**config.mk**
```make
export PLATFORM = sky130hd
export DESIGN_NAME = pcpi_initiator
export DESIGN_NICKNAME = d
export VERILOG_FILES = /design/src/rtl/pcpi_pkg.sv /design/src/rtl/pcpi_timeout_timer.sv /design/src/rtl/pcpi_initiator.sv
export SDC_FILE = /design/constraint.sdc
export NUM_CORES = 1
export LEC_CHECK = 0
export ABC_AREA = 1
export BUFFER_PORTS_ARGS = -buffer_cell sky130_fd_sc_hd__buf_2
export CORE_UTILIZATION = 40
export DETAILED_ROUTE_END_ITERATION = 8
export PLACE_DENSITY = 0.72
export SYNTH_ARGS = -nofsm -noshare
export SYNTH_HDL_FRONTEND = slang
export SYNTH_SLANG_ARGS = --single-unit
```
**constraint.sdc**
```tcl
create_clock -name clk -period 1.1 [get_ports clk]
set_input_delay 0.055 -clock clk [delete_from_list [all_inputs] [get_ports clk]]
set_output_delay 0.055 -clock clk [all_outputs]
set_load 0.1 [all_outputs]
```
**src/rtl/pcpi_pkg.sv**
```systemverilog
// Shared types and constants for both ends of the PCPI coprocessor link.
package pcpi_pkg;

    localparam int         PCPI_XLEN            = 32;
    localparam logic [6:0] PCPI_OPCODE_OP       = 7'b0110011;
    localparam logic [6:0] PCPI_FUNCT7_MULDIV   = 7'b0000001;
    localparam int         PCPI_DEFAULT_TIMEOUT = 16;

    typedef enum logic [1:0] {
        IDLE  = 2'd0,
        ISSUE = 2'd1,
        RESP  = 2'd2
    } pcpi_init_state_t;

    typedef struct packed {
        logic                 wr;
        logic                 trap;
        logic [PCPI_XLEN-1:0] rd;
    } pcpi_rsp_t;

    function automatic logic is_muldiv(input logic [31:0] insn);
        return (insn[6:0] == PCPI_OPCODE_OP) && (insn[31:25] == PCPI_FUNCT7_MULDIV);
    endfunction

endpackage

```
**src/rtl/pcpi_timeout_timer.sv**
```systemverilog
// Down-counter that flags expiry in the cycle its count is 1; load has priority over dec.
// Saturates at zero so a stray dec after expiry cannot wrap back to a large value.
module pcpi_timeout_timer #(
    parameter int TIMEOUT_CYCLES = 16
) (
    input  logic clk,
    input  logic reset,
    input  logic load,
    input  logic dec,
    output logic expire
);
    localparam int            TW       = $clog2(TIMEOUT_CYCLES + 1);
    localparam logic [TW-1:0] LOAD_VAL = TW'(TIMEOUT_CYCLES);

    logic [TW-1:0] r_count;

    always_ff @(posedge clk) begin
        if (reset || load) begin
            r_count <= LOAD_VAL;
        end else if (dec && (r_count != '0)) begin
            r_count <= r_count - TW'(1);
        end
    end

    assign expire = (r_count == TW'(1));

endmodule

```
**src/rtl/pcpi_initiator.sv**
```systemverilog
// CPU-side PCPI initiator: one request in flight, pcpi_valid one cycle after accept, response
// buffered until rsp_ready; req_ready only in IDLE, trap after TIMEOUT_CYCLES silent cycles.
module pcpi_initiator
    import pcpi_pkg::*;
#(
    parameter int XLEN           = PCPI_XLEN,
    parameter int TIMEOUT_CYCLES = PCPI_DEFAULT_TIMEOUT
) (
    input  logic            clk,
    input  logic            reset,
    input  logic            req_valid,
    output logic            req_ready,
    input  logic [31:0]     req_insn,
    input  logic [XLEN-1:0] req_rs1,
    input  logic [XLEN-1:0] req_rs2,
    input  logic            abort,
    output logic            rsp_valid,
    input  logic            rsp_ready,
    output logic            rsp_wr,
    output logic [XLEN-1:0] rsp_rd,
    output logic            rsp_trap,
    output logic            pcpi_valid,
    output logic [31:0]     pcpi_insn,
    output logic [XLEN-1:0] pcpi_rs1,
    output logic [XLEN-1:0] pcpi_rs2,
    input  logic            pcpi_ready,
    input  logic            pcpi_wr,
    input  logic [XLEN-1:0] pcpi_rd,
    input  logic            pcpi_busy
);
    pcpi_init_state_t r_state;
    pcpi_init_state_t w_state_nxt;

    logic w_accept;
    logic w_done;
    logic w_trap;
    logic w_abort;
    logic w_release;
    logic w_tmr_load;
    logic w_tmr_dec;
    logic w_expire;

    logic            r_pcpi_valid;
    logic [31:0]     r_pcpi_insn;
    logic [XLEN-1:0] r_pcpi_rs1;
    logic [XLEN-1:0] r_pcpi_rs2;
    logic            r_rsp_valid;
    logic            r_rsp_wr;
    logic            r_rsp_trap;
    logic [XLEN-1:0] r_rsp_rd;

    pcpi_timeout_timer #(
        .TIMEOUT_CYCLES(TIMEOUT_CYCLES)
    ) u_timer (
        .clk   (clk),
        .reset (reset),
        .load  (w_tmr_load),
        .dec   (w_tmr_dec),
        .expire(w_expire)
    );

    always_ff @(posedge clk) begin
        if (reset) begin
            r_state <= IDLE;
        end else begin
            r_state <= w_state_nxt;
        end
    end

    // ISSUE priority: abort, then ready, then busy, then the timeout.
    always_comb begin
        w_state_nxt = r_state;
        w_accept    = 1'b0;
        w_done      = 1'b0;
        w_trap      = 1'b0;
        w_abort     = 1'b0;
        w_release   = 1'b0;
        w_tmr_load  = 1'b0;
        w_tmr_dec   = 1'b0;
        case (r_state)
            IDLE: begin
                if (req_valid) begin
                    w_accept    = 1'b1;
                    w_tmr_load  = 1'b1;
                    w_state_nxt = ISSUE;
                end
            end
            ISSUE: begin
                if (abort) begin
                    w_abort     = 1'b1;
                    w_state_nxt = IDLE;
                end else if (pcpi_ready) begin
                    w_done      = 1'b1;
                    w_state_nxt = RESP;
                end else if (pcpi_busy) begin
                    w_tmr_load  = 1'b1;
                end else begin
                    w_tmr_dec = 1'b1;
                    if (w_expire) begin
                        w_trap      = 1'b1;
                        w_state_nxt = RESP;
                    end
                end
            end
            RESP: begin
                if (rsp_ready) begin
                    w_release   = 1'b1;
                    w_state_nxt = IDLE;
                end
            end
            default: w_state_nxt = IDLE;
        endcase
    end

    always_ff @(posedge clk) begin
        if (reset) begin
            r_pcpi_valid <= 1'b0;
            r_pcpi_insn  <= '0;
            r_pcpi_rs1   <= '0;
            r_pcpi_rs2   <= '0;
            r_rsp_valid  <= 1'b0;
            r_rsp_wr     <= 1'b0;
            r_rsp_trap   <= 1'b0;
            r_rsp_rd     <= '0;
        end else begin
            if (w_accept) begin
                r_pcpi_valid <= 1'b1;
                r_pcpi_insn  <= req_insn;
                r_pcpi_rs1   <= req_rs1;
                r_pcpi_rs2   <= req_rs2;
            end
            if (w_abort) begin
                r_pcpi_valid <= 1'b0;
            end
            if (w_done) begin
                r_pcpi_valid <= 1'b0;
                r_rsp_valid  <= 1'b1;
                r_rsp_wr     <= pcpi_wr;
                r_rsp_rd     <= pcpi_rd;
                r_rsp_trap   <= 1'b0;
            end
            if (w_trap) begin
                r_pcpi_valid <= 1'b0;
                r_rsp_valid  <= 1'b1;
                r_rsp_wr     <= 1'b0;
                r_rsp_rd     <= '0;
                r_rsp_trap   <= 1'b1;
            end
            if (w_release) begin
                r_rsp_valid <= 1'b0;
            end
        end
    end

    assign req_ready  = (r_state == IDLE);
    assign pcpi_valid = r_pcpi_valid;
    assign pcpi_insn  = r_pcpi_insn;
    assign pcpi_rs1   = r_pcpi_rs1;
    assign pcpi_rs2   = r_pcpi_rs2;
    assign rsp_valid  = r_rsp_valid;
    assign rsp_wr     = r_rsp_wr;
    assign rsp_rd     = r_rsp_rd;
    assign rsp_trap   = r_rsp_trap;

endmodule

```
### After elaboration in Yosys (flattened, before gate mapping)

Index checks and enable logic that the tools add are counted.

* add/subtract/negate cells: 1
* equal/unequal tests: 7
* multiplexer cells: 33
* reductions and logical operators: 9

Operators by type and width (number)
* 2-to-1 mux 1 bit: 25
* 2-to-1 mux 2 bit: 6
* case mux 2 bit (3 select lines): 1
* equality test 5 x 1 -> 1 bit, second input constant: 1
* nonzero test 5 bit: 1
* subtractor 5 x 1 -> 5 bit, second input constant: 1
* != test 2 bit, second input constant: 2
* != test 4 x 3 -> 1 bit, second input constant: 1
* != test 4 bit, second input constant: 1
* AND reduction 4 bit: 1
* OR reduction 2 bit: 2
* OR reduction 4 bit: 1
* equality test 2 x 1 -> 1 bit, second input constant: 1
* equality test 2 bit, second input constant: 1
* zero test 2 bit: 1
* case mux 1 bit (2 select lines): 1
* nonzero test 2 bit: 1
* logical AND 1 bit: 1
* logical OR 1 bit: 1

* flip-flop bits (word level): 139
* bits of input ports: 136
* logic and storage cells: 60

### Longest topological paths before layout

Gate-level depths: netlist of the first run.

* depth after elaboration: 7
* depth in mapped cells: 8
* mapped depth without buffers: 8

### Modules after synthesis

From an unflattened synthesis of the first run, not the netlist that was laid out.

* cell total of the unflattened synthesis: 651
* area total of the unflattened synthesis: 5124.9 µm²

Modules (own cells, without submodules)
* pcpi_initiator: instances 1, cells each 599, area an instance 4774.6 µm², seq. area each 2682.6 µm²
* pcpi_timeout_timer: instances 1, cells each 52, area an instance 350.3 µm², seq. area each 100.1 µm²

### Least setup slack after synthesis of the first run

OpenSTA, ideal clock, no wires.

* kind: register to register
* from: register r_state[1]
* to: register r_pcpi_rs2[21] (netlist: pcpi_rs2[21])
* library setup time: 117 ps
* arrival: 1966 ps
* required time: 983 ps
* path slack: -983 ps
* stages on the path, launching flop included: 7
* period minus slack after synthesis: 2083 ps
* path through: dfxtp_1 nor2_2 nand2_2 buf_6 buf_2 o21ai_0 nor2_1

* cells in the longest elaborated chain, start to end: 2

RTL lines
* start, declared: line pcpi_initiator.sv:31 `pcpi_init_state_t r_state;`
* start signal, assigned: line pcpi_initiator.sv:66 `r_state <= w_state_nxt;`
* zero test 2 bit
* via req_ready: line pcpi_initiator.sv:12 `output logic req_ready,`
* 2-to-1 mux 1 bit: line pcpi_initiator.sv:80 `case (r_state)`
* end signal, assigned: line pcpi_initiator.sv:130 `r_pcpi_rs2 <= req_rs2;`
* end, declared: line pcpi_initiator.sv:46 `logic [XLEN-1:0] r_pcpi_rs2;`

The timed path passes the listed nets, and every way through them passes these cells.
A chain may end at the register's enable or synchronous reset.

### Worst setup path in the final report of the first run

* from: register r_state[1]
* to: register r_pcpi_rs2[15] (netlist: pcpi_rs2[15])

* cells in the longest elaborated chain, start to end: 2

RTL lines (line)
* zero test 2 bit: pcpi_initiator.sv:80
* 2-to-1 mux 1 bit: pcpi_initiator.sv:80

No other way between the ends.

==> reports/qor.yml, run 1 <==
status: "complete, but fails checks"
violations: "setup timing"
hpwl_um: 11000
power.clock.fraction: 0.343
setup_slack_ps: -658
yosys.area.top_type: "dfxtp_1"
critPathArrivalTime_ps: 2060
cts_made_buffers: 17
post-route-util: 0.958
syn_inst: 642
detail-route-antenna-nets: 0
grt_pass1_vias: 6826
wl_met3_um: 5310
power.leakage_uw: 0.00489
seq_area_mm2: 0.00289
track_usage: 0.371
drc: 0
setup-violations-final: 207
die_area_mm2: 0.0130
synth_top_cell_area_share: 0.554
crit_top_cell: "nor2_1"
synth_area_mm2: 0.00502
final-hold-violation-count: 0
dr.pass1.iters: 6
clockBufferDepth: 2
post_route_cells_drive_above_1_share: 0.499
slowest_delay_ps: 390
slew_violations: 0
multi_input_area_mm2: 0.00246
end_kind: "register"
finalWeightedCongestion: 0.817
wl_per_cell_um: 30.0
rows: 40
clock_sinks: 139
via_per_inst: 6.37
dp_cells: 1073
drt-total-wl_um: 37800
swShare: 0.384
cts-root-buf: "clkbuf_16"
coreArea_mm2: 0.0121
route.met2.wl_um: 16300
drt-initial-drc-count: 1321
p_seq_frac: 0.315
crit_fanout: 8
fmax_mhz: 569
avgSynthCellArea_um2: 7.82
start_util: 0.415
combPwrFrac: 0.342
reg2reg_depth: 6
path_cells: "nor2_4 > nand2_8 > clkinv_8 > bufbuf_16 > nor2_1 > nor2_1"
nets: 1214
die_w_um: 114
htreeDepth: 4
power_switching_uw: 7210
finalClockSkew_ps: 12.4
io_buffers: 268
grt_first_pass_wirelength_um: 36300
hold-worst-slack_ps: 199
crit_slowest_cell: "dfxtp_4"
cts_tree: "done"
fin_crit_ps: 1760
tightest_slew_ps: 453
highest_layer: "met5"
criticalPathCategory: "reg -> reg"
synth_area_leaders: "dfxtp_1 (55%), nor2_1 (15%), o21ai_0 (8.2%)"
fin_cells: 1261
synth_seq_cells: 139
intPower_uw: 11600
ir_worst_vdd_v: 0.00172
io_pins: 269
die-height_um: 114
grt_antenna_before_repair: 5
max_slew_margin: 0.697
crit_required_ps: 1410
area_growth_pct: 131
p_total_uw: 18800
vias: 8037
place_ws_ps: -155
rsz0062_at_grt: "yes"
ys_warn_count: 0
clk_transition_reported_paths_ps: 70
synth_seq_area_share: 0.554
globalRoute.totalOverflow: 0
grt_max_degree: 36
cp-start-kind: "register"
max-cap-violations: 0
synth_nets: 781
power.density_mw_per_mm2: 1620
synth.distinct_cells: 22
fill_cells: 276
hp-class: "in -> reg"
fin_crit_sh: 1.60
met1Wirelength_um: 11400
clkLatencyLatePin_ps: 450
worstHoldPathCells: 6
==> logic make-up after synthesis <==
kind of cell               count (synthesis)  synth area share
and+or+nand+nor                          309             0.240
DFF                                      139             0.554
AOI/OAI and AO/OA                        137             0.137
buffers and inverters                     52            0.0578
adders and majority gates                  3           0.00748
xor gates and xnor gates                   2           0.00349
==> state kept, by name (all words and copies together), names as in the netlist, 2 cells and up <==
signal / flops
rsp_rd: 32
u_timer.r_count: 5
pcpi_rs2: 32
pcpi_insn: 32
r_state: 2
pcpi_rs1: 32
==> final timing paths <==
path	startpoint	end	slack [ps]
worst max register to register	r_state[1]$_SDFFE_PP0P_	pcpi_rs2[15]$_SDFFE_PP0N_	-660
worst max-delay path	r_state[1]$_SDFFE_PP0P_	pcpi_rs2[15]$_SDFFE_PP0N_	-660
worst min-delay path	pcpi_ready	u_timer.r_count[1]$_SDFFE_PP0P_	200
worst min register to register	rsp_rd[16]$_SDFFE_PP0P_	rsp_rd[16]$_SDFFE_PP0P_	480
==> layout by cell type (no fill, tap or decap), drive strengths merged <==
cell type    netlist  final
buf               20    311
nor2             207    207
dfxtp            139    139
dlygate4sd3        0    132
o21ai             97     97
nand2             90     90
a21oi             40     40
clkbuf            19     36
inv               12     12
nand3              8      8
diode              0      5
bufinv             0      3
ha                 3      3
nand3b             2      2
xor2               2      2
nor3               2      2
clkinv             1      2
clkinvlp           0      1
bufbuf             0      1
==> repair_timing <==
item,4_1_cts,5_1_grt
gates cloned,3,10
hold endpoints to repair,136,0
hold buffers,132,0
pin swaps,5,53
resized for setup,45,223
setup buffers,2,4
endpoints found under the setup margin,154,177
==> per-layer routing <==
metal / up-vias / global-route usage
li1: 2933 / -
met5: - / 0
met2: 1023 / 0.661
met3: 460 / 0.122
met4: 2 / 0.243
met1: 3619 / 0.369
==> critical path, delay by kind of cell, from the launching register on <==
family,cells,cell delay (ps)
simple gates,4,820
flops,1,390
buf+inv,2,400
==> cell type report <==
class,instances,area share
antenna,5,0.00108
clock buffer,27,0.0434
clock inverter,5,0.00917
inverter,13,0.00637
multi-input combinational,451,0.212
sequential,139,0.249
tap,168,0.0181
timing repair buffer,453,0.461
==> power groups by stage <==
stage / clock network, uW / registers [uW] / logic, uW
floorplan: 0 / 8030 / 742
global placement: 0 / 5820 / 4910
detailed placement: 0 / 5840 / 4950
CTS: 5940 / 5740 / 5460
global route: 6630 / 5930 / 6490
finish: 6440 / 5930 / 6420
==> metrics by stage <==
step	cell area [um2]	TNS (ps)
CTS	10800	-14530
global placement	8600	-4830
detailed placement	8600	-8820
global route	11600	-45910
floorplan	5130	-46120
finish	11600	-41490
==> cell usage after synthesis <==
cell,number
nand3_1,7
nand2_1,87
nand3b_1,2
nor2_1,204
nor3_1,2
xor2_1,2
nand3_4,1
clkbuf_1,18
o21ai_1,15
clkinv_2,1
inv_1,9
clkbuf_2,1
o21ai_0,82
buf_6,11
nand2_2,3
buf_1,1
ha_1,3
dfxtp_1,139
a21oi_1,40
buf_2,8
inv_2,3
nor2_2,3
(Power assumes the default switching activity.)
==> run 2, diff against run 1 <==
- CORE_ASPECT_RATIO: unset -> 0.7
- MAX_ROUTING_LAYER: unset -> met4
- clock period: 1.1 -> 1.4 ns (I/O delays scaled with it)
==> reports/qor.yml, run 2 (synthesis gave the netlist of run 1 again) <==
status: "completed"
post_route_cells_drive_above_1_share: 0.311
fmax_mhz: 765
p_total_uw: 12200
hp-class: "in -> reg"
hold-worst-slack_ps: 129
final_common_cell: "buf_2"
path_buf_inv: 3
coreArea_mm2: 0.0120
htreeDepth: 4
swShare: 0.367
drt-total-wl_um: 16800
detail-route-antenna-nets: 0
grt_antenna_before_repair: 0
grt_first_pass_wirelength_um: 25700
crit_fanout: 17
fin_crit_sh: 0.934
final-hold-violation-count: 0
via_per_inst: 4.73
drc: 0
drt-initial-drc-count: 268
globalRoute.totalOverflow: 0
max_slew_margin: 0.645
setup-violations-final: 0
clkLatencyLatePin_ps: 410
wl_per_cell_um: 13.9
power.density_mw_per_mm2: 1440
finalWeightedCongestion: 0.851
cts-root-buf: "clkbuf_16"
tightest_slew_ps: 536
fill_cells: 925
grt_pass1_vias: 5417
critPathArrivalTime_ps: 1600
io_pins: 269
reg2reg_depth: 8
path_cells: "inv_1 > ha_1 > inv_1 > nor2_1 > nand2_2 > nand2_4 > clkbuf_16 > a21oi_1"
intPower_uw: 7700
clock_sinks: 139
dr.pass1.iters: 5
slew_violations: 0
die_w_um: 136
clockBufferDepth: 2
mostFrequentLayoutCells: "buf_2 (267), nor2_1 (203), dfxtp_1 (136), dlygate4sd3_1 (133), nand2_1 (87)"
crit_top_cell: "inv_1"
power.clock.fraction: 0.365
power.leakage_uw: 0.00403
hpwl_um: 9470
crit_cells: 8
vias: 5716
track_usage: 0.260
crit_required_ps: 1690
slowest_delay_ps: 330
die_area_mm2: 0.0130
reg2reg_setup_slack_ps: 90
clk_transition_reported_paths_ps: 60
criticalPathCategory: "reg -> reg"
combPwrFrac: 0.277
cts_made_buffers: 17
critPathTopFamily: "flip-flops"
end_kind: "register"
grt_max_degree: 55
rsz0062_at_grt: "no"
die-height_um: 95.7
cp-start-kind: "register"
dp_cells: 1041
cts_tree: "done"
multi_input_area_mm2: 0.00197
ir_worst_vdd_v: 0.00107
start_util: 0.419
crit_slowest_cell: "dfxtp_2"
io_buffers: 268
area_growth_pct: 68.4
rows: 33
setup_slack_ps: 92.4
p_seq_frac: 0.358
fin_cells: 1208
max-cap-violations: 0
power_switching_uw: 4460
place_ws_ps: 64.8
seq_area_mm2: 0.00279
worstHoldPathCells: 6
nets: 1176
fin_crit_ps: 1310
finalClockSkew_ps: 9.39
run 2: cell count changes in the layout (fill, tap and decap cells not counted), moves of 10 or more:
| cell | delta |
|---|---|
| nor2_2 | -31 |
| o21ai_0 | +50 |
| buf_12 | -127 |
| a21oi_1 | +21 |
| a21oi_2 | -20 |
| buf_4 | -21 |
| buf_2 | +132 |
| nor2_4 | -25 |
| nor2_1 | +56 |
| o21ai_2 | -10 |
| dfxtp_2 | -72 |
| dfxtp_1 | +75 |
| o21ai_1 | -39 |
run 2: metal layers:
metal,part of all wire,vias up,global-route usage
li1,-,2845,-
met5,0,-,-
met4,0.039,0,0.136
met2,0.48,233,0.426
met1,0.43,2579,0.302
met3,0.058,59,0.0558
run 2: worst paths after layout:
kind                                                       from                 endpoint
worst max register to register  u_timer.r_count[1]$_SDFFE_PP0P_  rsp_rd[10]$_SDFFE_PP0P_
worst min register to register          rsp_rd[18]$_SDFFE_PP0P_  rsp_rd[18]$_SDFFE_PP0P_
worst max-delay path            u_timer.r_count[1]$_SDFFE_PP0P_  rsp_rd[10]$_SDFFE_PP0P_
worst min-delay path                                 pcpi_ready  r_state[0]$_SDFFE_PP0P_
run 2: cell type report:
class	count	share of cell area
Inverter	13	0.00621
Multi-Input combinational cell	451	0.232
Timing Repair Buffer	415	0.339
Sequential cell	139	0.329
Antenna cell	1	0.000296
Clock inverter	12	0.0164
Clock buffer	20	0.0528
Tap cell	157	0.0232
run 2: per-stage QoR:
stage          instance area (um2)  utilization  TNS (ps)
2_1_floorplan                 5060            -    -14490
3_3_place_gp                  6490        0.542         0
3_5_place_dp                  6490        0.542         0
4_1_cts                       8410        0.703         0
5_1_grt                       8450        0.706         0
6_report                      8460        0.706         0
run 2: power by group through the flow:
stage          Combinational, uW  Clock (uW)  Sequential (uW)
5_1_grt                     3520        4720             4390
4_1_cts                     3310        4530             4350
3_3_place_gp                3010           0             4420
3_5_place_dp                3020           0             4430
6_report                    3370        4430             4360
2_1_floorplan                582           0             6300
run 2: repair_timing:
item                                    in CTS  in global routing
endpoints found under the hold margin      133                  0
gates resized for setup                      1                  6
hold buffers                               133                  0
setup buffers                                0                  0
gates cloned                                 0                  1
endpoints found under the setup margin       1                107
run 2: worst register-to-register path, cell delays in order, from the launching register on:
cell	delay [ps]
dfxtp_2	330
inv_1	90
ha_1	180
inv_1	50
nor2_1	120
nand2_2	100
nand2_4	100
clkbuf_16	180
a21oi_1	50
